**config.mk**
```make
export PLATFORM = sky130hd
export DESIGN_NAME = if_fetch_stage_flat
export DESIGN_NICKNAME = d
export VERILOG_FILES = /design/src/rtl/if_fetch_stage_if.sv /design/src/rtl/if_fetch_stage.sv /design/src/flat_wrapper.sv
export SDC_FILE = /design/constraint.sdc
export NUM_CORES = 1
export LEC_CHECK = 0
export ABC_AREA = 0
export BUFFER_PORTS_ARGS = -buffer_cell sky130_fd_sc_hd__buf_2
export CAP_MARGIN = 5
export CORE_MARGIN = 5
export CORE_UTILIZATION = 25
export DETAILED_ROUTE_END_ITERATION = 16
export GPL_TIMING_DRIVEN = 0
export SLEW_MARGIN = 20
export SYNTH_ARGS = -nofsm -noshare
export SYNTH_HDL_FRONTEND = slang
export SYNTH_SLANG_ARGS = --single-unit
```
**constraint.sdc**
```tcl
create_clock -name clk -period 2.8 [get_ports clk]
set_input_delay 0.56 -clock clk [delete_from_list [all_inputs] [get_ports clk]]
set_output_delay 0.56 -clock clk [all_outputs]
set_load 0.01 [all_outputs]
```
**src/rtl/if_fetch_stage_if.sv**
```systemverilog
// Instruction-memory request/response bus between the fetch stage and imem.
// The fetch stage is the master; the memory (or its model) is the slave.
interface if_fetch_stage_if;
  logic        imem_req;
  logic [31:0] imem_addr;
  logic        imem_rvalid;
  logic [31:0] imem_rdata;

  modport master (output imem_req, imem_addr, input imem_rvalid, imem_rdata);
  modport slave  (input imem_req, imem_addr, output imem_rvalid, imem_rdata);
endinterface

```
**src/rtl/if_fetch_stage.sv**
```systemverilog
// Instruction-fetch stage: owns the PC, fetches over if_fetch_stage_if, holds the IR.
// Define IF_FETCH_PERF_EN to add the fetch_count/stall_count performance counters.
module if_fetch_stage #(
  parameter logic [31:0] RESET_PC  = 32'h0000_0000,
  parameter int unsigned MAX_WAIT  = 8,
  parameter logic [31:0] NOP_INSTR = 32'h0000_0013
) (
  input  logic                   clk,
  input  logic                   rst_n,
  if_fetch_stage_if.master       imem,
  input  logic                   stall,
  input  logic                   redirect_valid,
  input  logic [31:0]            redirect_pc,
  output logic                   if_valid,
  output logic [31:0]            if_pc,
  output logic [31:0]            if_instr,
  output logic [6:0]             op,
  output logic [2:0]             func3,
  output logic [6:0]             func7,
  output logic                   misalign_err,
  output logic                   fetch_err
`ifdef IF_FETCH_PERF_EN
  ,
  output logic [31:0]            fetch_count,
  output logic [31:0]            stall_count
`endif
);

  typedef enum logic [2:0] {S_IDLE, S_FETCH, S_WAIT, S_VALID, S_DRAIN} state_e;

  localparam logic [7:0] MAX_W8 = MAX_WAIT[7:0];

  state_e      state_q, state_d;
  logic [31:0] pc_q, pc_d;
  logic [7:0]  cnt_q, cnt_d, cnt_inc;
  logic        if_valid_q, if_valid_d;
  logic [31:0] if_pc_q, if_pc_d;
  logic [31:0] if_instr_q, if_instr_d;
  logic        misalign_q, misalign_d;
  logic        fetch_err_q, fetch_err_d;
  logic        redir;

  always_comb begin
    state_d     = state_q;
    pc_d        = pc_q;
    cnt_d       = cnt_q;
    if_valid_d  = if_valid_q;
    if_pc_d     = if_pc_q;
    if_instr_d  = if_instr_q;
    fetch_err_d = fetch_err_q;
    misalign_d  = 1'b0;
    redir       = redirect_valid && (state_q != S_IDLE);
    cnt_inc     = cnt_q + 8'd1;

    unique case (state_q)
      S_IDLE:  state_d = S_FETCH;
      // A request leaves this cycle no matter what, so a redirect must drain it.
      S_FETCH: begin
        cnt_d   = '0;
        state_d = redir ? S_DRAIN : S_WAIT;
      end
      S_WAIT: begin
        if (imem.imem_rvalid) begin
          state_d = S_FETCH;
          if (!redir) begin
            if_instr_d = imem.imem_rdata;
            if_pc_d    = pc_q;
            if_valid_d = 1'b1;
            state_d    = S_VALID;
          end
        end else if (redir) begin
          cnt_d   = '0;
          state_d = S_DRAIN;
        end else begin
          cnt_d = cnt_inc;
          if (cnt_inc == MAX_W8) begin
            fetch_err_d = 1'b1;
            state_d     = S_FETCH;
          end
        end
      end
      S_VALID: begin
        if (redir) begin
          state_d = S_FETCH;
        end else if (!stall) begin
          pc_d       = pc_q + 32'd4;
          if_valid_d = 1'b0;
          if_instr_d = NOP_INSTR;
          state_d    = S_FETCH;
        end
      end
      // Stale response is owed; redirects here only move the PC.
      S_DRAIN: begin
        if (imem.imem_rvalid) begin
          state_d = S_FETCH;
        end else begin
          cnt_d = cnt_inc;
          if (cnt_inc == MAX_W8) state_d = S_FETCH;
        end
      end
      default: state_d = S_IDLE;
    endcase

    if (redir) begin
      pc_d       = redirect_pc & ~32'h3;
      if_valid_d = 1'b0;
      if_instr_d = NOP_INSTR;
      misalign_d = |redirect_pc[1:0];
    end
  end

  always_ff @(posedge clk or negedge rst_n) begin
    if (!rst_n) begin
      state_q     <= S_IDLE;
      pc_q        <= RESET_PC;
      cnt_q       <= '0;
      if_valid_q  <= 1'b0;
      if_pc_q     <= '0;
      if_instr_q  <= NOP_INSTR;
      misalign_q  <= 1'b0;
      fetch_err_q <= 1'b0;
    end else begin
      state_q     <= state_d;
      pc_q        <= pc_d;
      cnt_q       <= cnt_d;
      if_valid_q  <= if_valid_d;
      if_pc_q     <= if_pc_d;
      if_instr_q  <= if_instr_d;
      misalign_q  <= misalign_d;
      fetch_err_q <= fetch_err_d;
    end
  end

  assign imem.imem_req  = (state_q == S_FETCH);
  assign imem.imem_addr = (state_q == S_FETCH) ? pc_q : '0;
  assign if_valid       = if_valid_q;
  assign if_pc          = if_pc_q;
  assign if_instr       = if_instr_q;
  assign op             = if_instr_q[6:0];
  assign func3          = if_instr_q[14:12];
  assign func7          = if_instr_q[31:25];
  assign misalign_err   = misalign_q;
  assign fetch_err      = fetch_err_q;

`ifdef IF_FETCH_PERF_EN
  logic [31:0] fetch_count_q, fetch_count_d;
  logic [31:0] stall_count_q, stall_count_d;

  always_comb begin
    fetch_count_d = fetch_count_q;
    stall_count_d = stall_count_q;
    if (state_q == S_VALID && !stall && !redir) fetch_count_d = fetch_count_q + 32'd1;
    if (state_q == S_VALID && stall)            stall_count_d = stall_count_q + 32'd1;
  end

  always_ff @(posedge clk or negedge rst_n) begin
    if (!rst_n) begin
      fetch_count_q <= '0;
      stall_count_q <= '0;
    end else begin
      fetch_count_q <= fetch_count_d;
      stall_count_q <= stall_count_d;
    end
  end

  assign fetch_count = fetch_count_q;
  assign stall_count = stall_count_q;
`endif

endmodule
```
**src/flat_wrapper.sv**
```systemverilog
// flat-port wrapper written by rule: the top's interface ports become plain ports
module if_fetch_stage_flat 
#(
  parameter logic [31:0] RESET_PC  = 32'h0000_0000,
  parameter int unsigned MAX_WAIT  = 8,
  parameter logic [31:0] NOP_INSTR = 32'h0000_0013
)
  (clk, rst_n, stall, redirect_valid, redirect_pc, if_valid, if_pc, if_instr, op, func3, func7, misalign_err, fetch_err, imem_imem_req, imem_imem_addr, imem_imem_rvalid, imem_imem_rdata);
  if_fetch_stage_if imem_i ();
  input  logic clk;
  input  logic rst_n;
  input  logic stall;
  input  logic redirect_valid;
  input  logic [31:0] redirect_pc;
  output logic if_valid;
  output logic [31:0] if_pc;
  output logic [31:0] if_instr;
  output logic [6:0] op;
  output logic [2:0] func3;
  output logic [6:0] func7;
  output logic misalign_err;
  output logic fetch_err;
  output wire logic [$bits(imem_i.imem_req)-1:0] imem_imem_req;
  output wire logic [$bits(imem_i.imem_addr)-1:0] imem_imem_addr;
  input wire logic [$bits(imem_i.imem_rvalid)-1:0] imem_imem_rvalid;
  input wire logic [$bits(imem_i.imem_rdata)-1:0] imem_imem_rdata;
  assign imem_imem_req = imem_i.imem_req;
  assign imem_imem_addr = imem_i.imem_addr;
  assign imem_i.imem_rvalid = imem_imem_rvalid;
  assign imem_i.imem_rdata = imem_imem_rdata;
  if_fetch_stage #(.RESET_PC(RESET_PC), .MAX_WAIT(MAX_WAIT), .NOP_INSTR(NOP_INSTR)) u_core (.clk(clk), .rst_n(rst_n), .imem(imem_i), .stall(stall), .redirect_valid(redirect_valid), .redirect_pc(redirect_pc), .if_valid(if_valid), .if_pc(if_pc), .if_instr(if_instr), .op(op), .func3(func3), .func7(func7), .misalign_err(misalign_err), .fetch_err(fetch_err));
endmodule
```
==> reports/metrics.yaml, run 1 <==
synthesis:
  ys_ff_latch: 106
  ys_seq_area_share_pct: 48.9
  syn_area_per_cell_sq_um: 9.61
  async_flop_share_pct: 100
  synth_cells: 566
  synth_area_leaders: "dfrtp_1 47%, nand2_1 8.1%, a22o_1 4.7%"
  synth.distinct_cells: 64
  yosys.area.top_type: "dfrtp_1"
  syn_area_sq_mm: 0.00544
  synth_edf_count: 0
  synth_top_area_share_pct: 47.4
  synth_ff_type: "dfrtp_1"
  yosys_warnings: 0
worst_setup_path:
  reg2reg_depth: 6
  crit_path_max_fanout: 10
  crit_type: "reg2out"
  cp-end-kind: "output pin"
  startpoint_type: "register"
  required_ns: 2.24
  arrival_ns: 2.06
  crit_chain: "buf_2 -> nor2_1 -> clkbuf_1 -> and2_1 -> buf_2"
  slowest_stage: "dfrtp_1"
  path_common_cell: "buf_2"
  max_stage_delay_ns: 0.44
placed_design:
  portBuffers: 180
  dpl.cell_count: 1030
  dp_hpwl_mm: 13.4
  place.gp.congestion: 0.788
global_routing:
  grt_pass1_vias: 4664
  grt_overflow: 0
  grt_pass1_wl_mm: 27.3
  grtUsageTotal_pct: 14.2
  grt_start_max_net_pins: 60
  antenna_found_initial: 0
timing:
  final_hold_viol_count: 0
  worst_slew_pin_slew_ns: 0.636
  min_period_over_period_pct: 93.6
  clock.fmax_mhz: 382
  finalClockSkew_ns: 0.00770
  slew_violations: 0
  finalSetupViolCount: 0
  rsz0062_at_grt: "no"
  min_period_ns: 2.62
  relSlewSlack_pct: 57.4
detailed_routing:
  firstDrtPassIters: 4
  wl_per_cell_microns: 17.1
  routed_via_density: 4.66
  routed_wl_mm: 17.8
  drc: 0
  drtIter0Drc: 391
  vias: 4872
  ant_nets: 0
die:
  dieArea_sq_mm: 0.0248
  pin_count: 186
  placementRows: 54
  core-area_sq_mm: 0.0216
  die_y_microns: 157
  initial_utilization_pct: 25.1
  die_w_microns: 157
finish:
  insertedDiodeCount: 0
  finalNonFillerCells: 1046
  area_growth_pct: 29.6
  drive_gt1_share_pct: 35.0
  finalNetCount: 832
clock_tree:
  insertion_delay_ns: 0.36
  root_buffer: "clkbuf_16"
  clockBufferDepth: 2
  postCtsSetupBuffers: 0
  cts_hold_buf: 0
  clkSinkCount: 106
  cts_buffers: 9
  cts_tree: "built"
  cts_max_level: 3
  clk_pin_slew_ns: 0.07
power:
  p_leak_nw: 3.56
  powerDensity_mw_per_mm2: 1010
  irDropWorstVdd_mv: 0.339
  power_mw: 7.09
status:
  status: "completed"
run:
  drv_cap: 0
hold_path:
  hold_class: "in2async"
[routing by layer]
| layer | up-vias | GRT usage [%] | share of wire, % |
|---|---|---|---|
| met1 | 2323 | 19.7 | 46 |
| met2 | 142 | 21.7 | 45 |
| li1 | 2392 | - | - |
| met3 | 15 | 3.74 | 7.1 |
| met5 | - | 0 | 0 |
| met4 | 0 | 4.67 | 1.6 |
[cell families after synthesis]
group / after synthesis / synth area share [%]
compound gates: 143 / 19.4
buf+inv: 60 / 6.77
fa+ha+maj: 2 / 0.460
flops: 106 / 48.9
simple gates: 254 / 24.5
other cells: 1 / 0.0690
[cell usage after synthesis, types with 5 or more instances]
cell type	count
nand2_1	117
dfrtp_1	103
and2_1	33
a22o_1	29
nor2_1	24
buf_4	23
o21ai_0	23
nand3_1	22
a21oi_1	17
clkbuf_1	15
a211oi_1	14
buf_2	13
o22ai_1	12
a311oi_1	9
and3_1	7
nor3_1	6
o21ai_1	6
a31oi_1	5
nor2b_1	5
[worst max-delay path, delay by kind of cell, from the launching register on]
family	cells	cell delay, ns
buffers and inverters	3	0.71
flip-flops	1	0.44
AND/OR/NAND/NOR	2	0.55
[through the flow]
stage	setup slack [ns]	TNS (ns)	cell area [sq um]	utilization, %	hold slack (ns)
after floorplan	0.984	0	5450	-	0.264
after global placement	-0.197	-19.55	6700	31.0	0.453
after detailed placement	0.433	0	6730	31.1	0.458
after CTS	0.0405	0	7040	32.6	0.150
after global routing	0.0240	0	7040	32.6	0.173
final	0.180	0	7040	32.6	0.139
[flip-flops by register name (all words and copies together), names as in the netlist]
register	count
u_core.pc_q	30
u_core.if_instr	32
u_core.fetch_err	1
u_core.if_valid	1
u_core.misalign_err	1
u_core.cnt_q	8
u_core.if_pc	30
u_core.state_q	3
[power breakdown]
part / internal, mW / leakage (nW) / switching [mW] / total, mW
Combinational: 1.30 / 2.05 / 1.89 / 3.18
Clock: 0.768 / 0.153 / 0.572 / 1.34
Sequential: 2.05 / 1.36 / 0.517 / 2.56
[path summary, 6_finish.rpt]
path	start	to	slack, ns
max	u_core.state_q[1]$_DFFE_PN0P_	imem_imem_addr[22]	0.18
min	rst_n	u_core.if_instr[12]$_DFFE_PN0P_	0.14
max reg2reg	u_core.state_q[0]$_DFFE_PN0P_	u_core.if_instr[7]$_DFFE_PN0P_	0.81
min reg2reg	u_core.if_instr[4]$_DFFE_PN1P_	u_core.if_instr[4]$_DFFE_PN1P_	0.47
max in group asynchronous	rst_n	u_core.if_pc[8]$_DFFE_PN0P_	1.99
min in group clk	imem_imem_rdata[3]	u_core.if_instr[3]$_DFFE_PN0P_	0.42
[cell type report]
class                           instances  area, sq um
Buffer                                 56          355
Clock buffer                           14          274
Clock inverter                          2         35.0
Fill cell                            2279        14600
Inverter                                4         15.0
Multi-Input combinational cell        403         2420
Sequential cell                       106         2660
Tap cell                              280          350
Timing Repair Buffer                  181          935
[timing repair]
item | 4_1_cts | 5_1_grt
endpoints found under the hold margin | 0 | 0
resized for setup | 0 | 4
setup endpoints to repair | 0 | 12
[cell usage in the layout, fill, tap and decap left out, types with 12 or more instances in the layout]
| cell | netlist | layout |
|---|---|---|
| o22ai_1 | 12 | 12 |
| nand2_1 | 117 | 117 |
| buf_4 | 23 | 23 |
| and2_1 | 33 | 33 |
| clkbuf_1 | 15 | 15 |
| a21oi_1 | 17 | 17 |
| a211oi_1 | 14 | 14 |
| dfrtp_1 | 103 | 103 |
| a22o_1 | 29 | 29 |
| nand3_1 | 22 | 22 |
| o21ai_0 | 23 | 23 |
| nor2_1 | 24 | 24 |
| buf_2 | 13 | 192 |
Power figures use the tool's default switching activity.
==> inputs of run 2 (changes only) <==
--- a/config.mk
+++ b/config.mk
@@ -5,13 +5,15 @@
 export SDC_FILE = /design/constraint.sdc
 export NUM_CORES = 1
 export LEC_CHECK = 0
-export ABC_AREA = 0
+export ABC_AREA = 1
 export BUFFER_PORTS_ARGS = -buffer_cell sky130_fd_sc_hd__buf_2
 export CAP_MARGIN = 5
 export CORE_MARGIN = 5
 export CORE_UTILIZATION = 25
+export CTS_CLUSTER_SIZE = 10
 export DETAILED_ROUTE_END_ITERATION = 16
 export GPL_TIMING_DRIVEN = 0
+export RECOVER_POWER = 50
 export SLEW_MARGIN = 20
 export SYNTH_ARGS = -nofsm -noshare
 export SYNTH_HDL_FRONTEND = slang
==> run 2 against run 1 <==
Compared with the run above:
- via count rose by 9.8%
- non-clock buffer count fell by 6
- sequential share of layout area rose by 0.074 points
- critical path depth did not move
- final cell count rose by 12%
- combinational power barely moved
- sequential cell count did not move
- count of clock-buffer cells in the layout fell by 4
- synthesized cell count rose by 22%
- die area rose by 1.7%
- synthesized area rose by 1.8%
- global-route usage rose by 0.22 points
- critical endpoint is now imem_imem_addr[31]
==> reports/metrics.yaml, run 2 <==
status:
  status: "completed"
finish:
  regArea_sq_mm: 0.00266
  num-fill-cells: 2393
  area_growth_pct: 27.0
  final_common_cell: "nand2_1"
  drive_gt1_share_pct: 24.0
  multi_input_area_sq_mm: 0.00232
  final_cell_mix: "158 x nand2_1, 140 x buf_2, 103 x dfrtp_1"
  finalNonFillerCells: 1174
  final_area_sq_mm: 0.00703
  finalNetCount: 959
  largest_reg_flops: 32
clock_tree:
  cts_tree: "built"
  postCtsSetupBuffers: 0
  clockBufferDepth: 2
  clk_pin_slew_ns: 0.07
  insertion_delay_ns: 0.37
  clkSinkCount: 106
  cts_buffers: 9
  cts_hold_buf: 0
  cts_max_level: 3
  post_cts_resized: 0
  root_buffer: "clkbuf_16"
global_routing:
  grtUsageTotal_pct: 14.5
  grt_start_max_net_pins: 61
  grt_overflow: 0
  grt_pass1_wl_mm: 29.4
  grt_pass1_vias: 5309
  antenna_found_initial: 7
synthesis:
  synth_area_leaders: "dfrtp_1 47%, nand2_1 11%, nor2_1 5.8%"
  synth_fa_ha_area_share_pct: 0.452
  synth_commonest_cells: "158 x nand2_1, 103 x dfrtp_1, 85 x nor2_1"
  synth-xor-area-share_pct: 1.42
  synth_ff_type: "dfrtp_1"
  yosys.area.top_type: "dfrtp_1"
  ys_seq_area_share_pct: 48.0
  synth_top_area_share_pct: 46.6
  ys_ff_latch: 106
  synth.distinct_cells: 38
  synth_compound_area_share_pct: 14.5
  syn_area_per_cell_sq_um: 8.00
  synth.most_common_cell: "nand2_1"
  synth_top_family_by_area: "simple AND/OR/NAND/NOR gates"
  synth_cells: 692
  synth_edf_count: 0
  syn_area_sq_mm: 0.00553
  async_flop_share_pct: 100
  yosys.area_share.simple_pct: 25.3
  yosys_warnings: 0
  synthMuxAreaShare_pct: 0
timing:
  finalSetupViolCount: 0
  slew_violations: 0
  min_period_over_period_pct: 87.0
  relSlewSlack_pct: 20.9
  worst_slew_pin_slew_ns: 1.19
  rsz0062_at_grt: "no"
  min_period_ns: 2.44
  final_hold_viol_count: 0
  clock.fmax_mhz: 410
  finalSetupTns_ns: 0
  finalClockSkew_ns: 0.0121
placed_design:
  placed_area_sq_mm: 0.00684
  dp_hpwl_mm: 14.2
  portBuffers: 181
  dpl.cell_count: 1157
  place.gp.congestion: 0.931
worst_setup_path:
  arrival_ns: 1.88
  critical_path.endpoint: "imem_imem_addr[31]"
  ff2ff_setup_slack_ns: 0.77
  worstReg2RegStart: "u_core.pc_q[2]$_DFFE_PN0P_"
  crit_type: "reg2out"
  r2r-end: "u_core.pc_q[18]$_DFFE_PN0P_"
  reg2reg_depth: 8
  required_ns: 2.24
  crit_start: "u_core.state_q[2]$_DFFE_PN0P_"
  crit_path_max_fanout: 10
  cp-end-kind: "output pin"
  startpoint_type: "register"
power:
  p_leak_nw: 3.53
  internal_power_mw: 3.76
  power.share.sequential_pct: 35.9
  power_mw: 6.92
  powerDensity_mw_per_mm2: 984
  p_clk_share_pct: 18.4
  power_frac_comb_pct: 45.7
  swShare_pct: 45.6
  irDropWorstVdd_mv: 0.362
  power.switching_mw: 3.16
die:
  die_w_microns: 159
  die_y_microns: 159
  placementRows: 54
  pin_count: 186
  initial_utilization_pct: 25.4
  dieArea_sq_mm: 0.0252
  core-area_sq_mm: 0.0218
run:
  drv_cap: 0
detailed_routing:
  ant_nets: 0
  drtIter0Drc: 365
  routed_wl_mm: 18.5
  wl_per_cell_microns: 15.8
  vias: 5351
  firstDrtPassIters: 7
  routed_via_density: 4.56
  drc: 0
hold_path:
  hold_class: "in2reg"
-- run 2: changes by cell type after synthesis, moves of 17 or more --
cell     delta
and2_1     -33
nand2_1    +41
o21ai_0    +17
nand3_1    +28
inv_1      +58
nor2_1     +61
o21ai_1    +29
-- run 2: through the flow --
stage,util [%],setup slack (ns),hold slack [ns]
after CTS,32.6,0.342,0.131
after global placement,31.2,-0.215,0.458
after global routing,32.2,0.212,0.405
final,32.2,0.363,0.415
after floorplan,-,1.21,0.264
after detailed placement,31.3,0.753,0.457
-- run 2: how the worst min path moves through the flow --
stage	to	depth (start not counted)	start	slack [ns]
final	u_core.if_instr[24]$_DFFE_PN0P_	2	imem_imem_rdata[24]	0.41
after global routing	u_core.if_instr[5]$_DFFE_PN0P_	2	imem_imem_rdata[5]	0.41
after CTS	u_core.if_instr[18]$_DFFE_PN0P_	1	rst_n	0.13
after detailed placement	u_core.if_valid$_DFFE_PN0P_	2	u_core.if_valid$_DFFE_PN0P_	0.46
after global placement	u_core.if_instr[1]$_DFFE_PN1P_	2	u_core.if_instr[1]$_DFFE_PN1P_	0.46
after floorplan	u_core.cnt_q[0]$_DFFE_PN0P_	0	rst_n	0.26
-- run 2: per-layer routing --
| metal | routed length, microns | GRT usage [%] | share of wire [%] |
|---|---|---|---|
| met2 | 8460 | 22.6 | 46 |
| met3 | 1180 | 3.47 | 6.4 |
| met1 | 8380 | 19.3 | 45 |
| met5 | 61 | 0 | 0.33 |
| met4 | 409 | 5.79 | 2.2 |
-- run 2: power groups by stage --
stage	Clock, mW	Sequential, mW	Combinational (mW)
6_report	1.28	2.48	3.16
5_1_grt	1.37	2.55	3.58
4_1_cts	1.32	2.47	3.28
3_5_place_dp	0	2.48	3.27
3_3_place_gp	0	2.48	3.23
2_1_floorplan	0	2.53	1.93
-- run 2: critical path: stages, from the launching register on --
cell	delay (ns)
dfrtp_1	0.40
inv_1	0.11
nand3_1	0.21
clkbuf_1	0.53
nor2_1	0.10
buf_2	0.17
-- run 2: cell families (layout without fill, tap and decap cells) --
logic type	after synthesis	in the layout
flops	106	106
fa+ha+maj	2	2
other cells	1	5
xor+xnor	9	9
buf+inv	117	315
compound gates	131	131
simple gates	326	326
-- run 2: layout make-up --
class,instances,share of cell area [%]
antenna,1,0.0356
buffer,49,4.48
clock buffer,10,3.40
clock inverter,6,0.712
inverter,68,3.63
multi-input combinational,472,33.0
sequential,106,37.8
tap,280,4.98
timing repair buffer,182,12.0
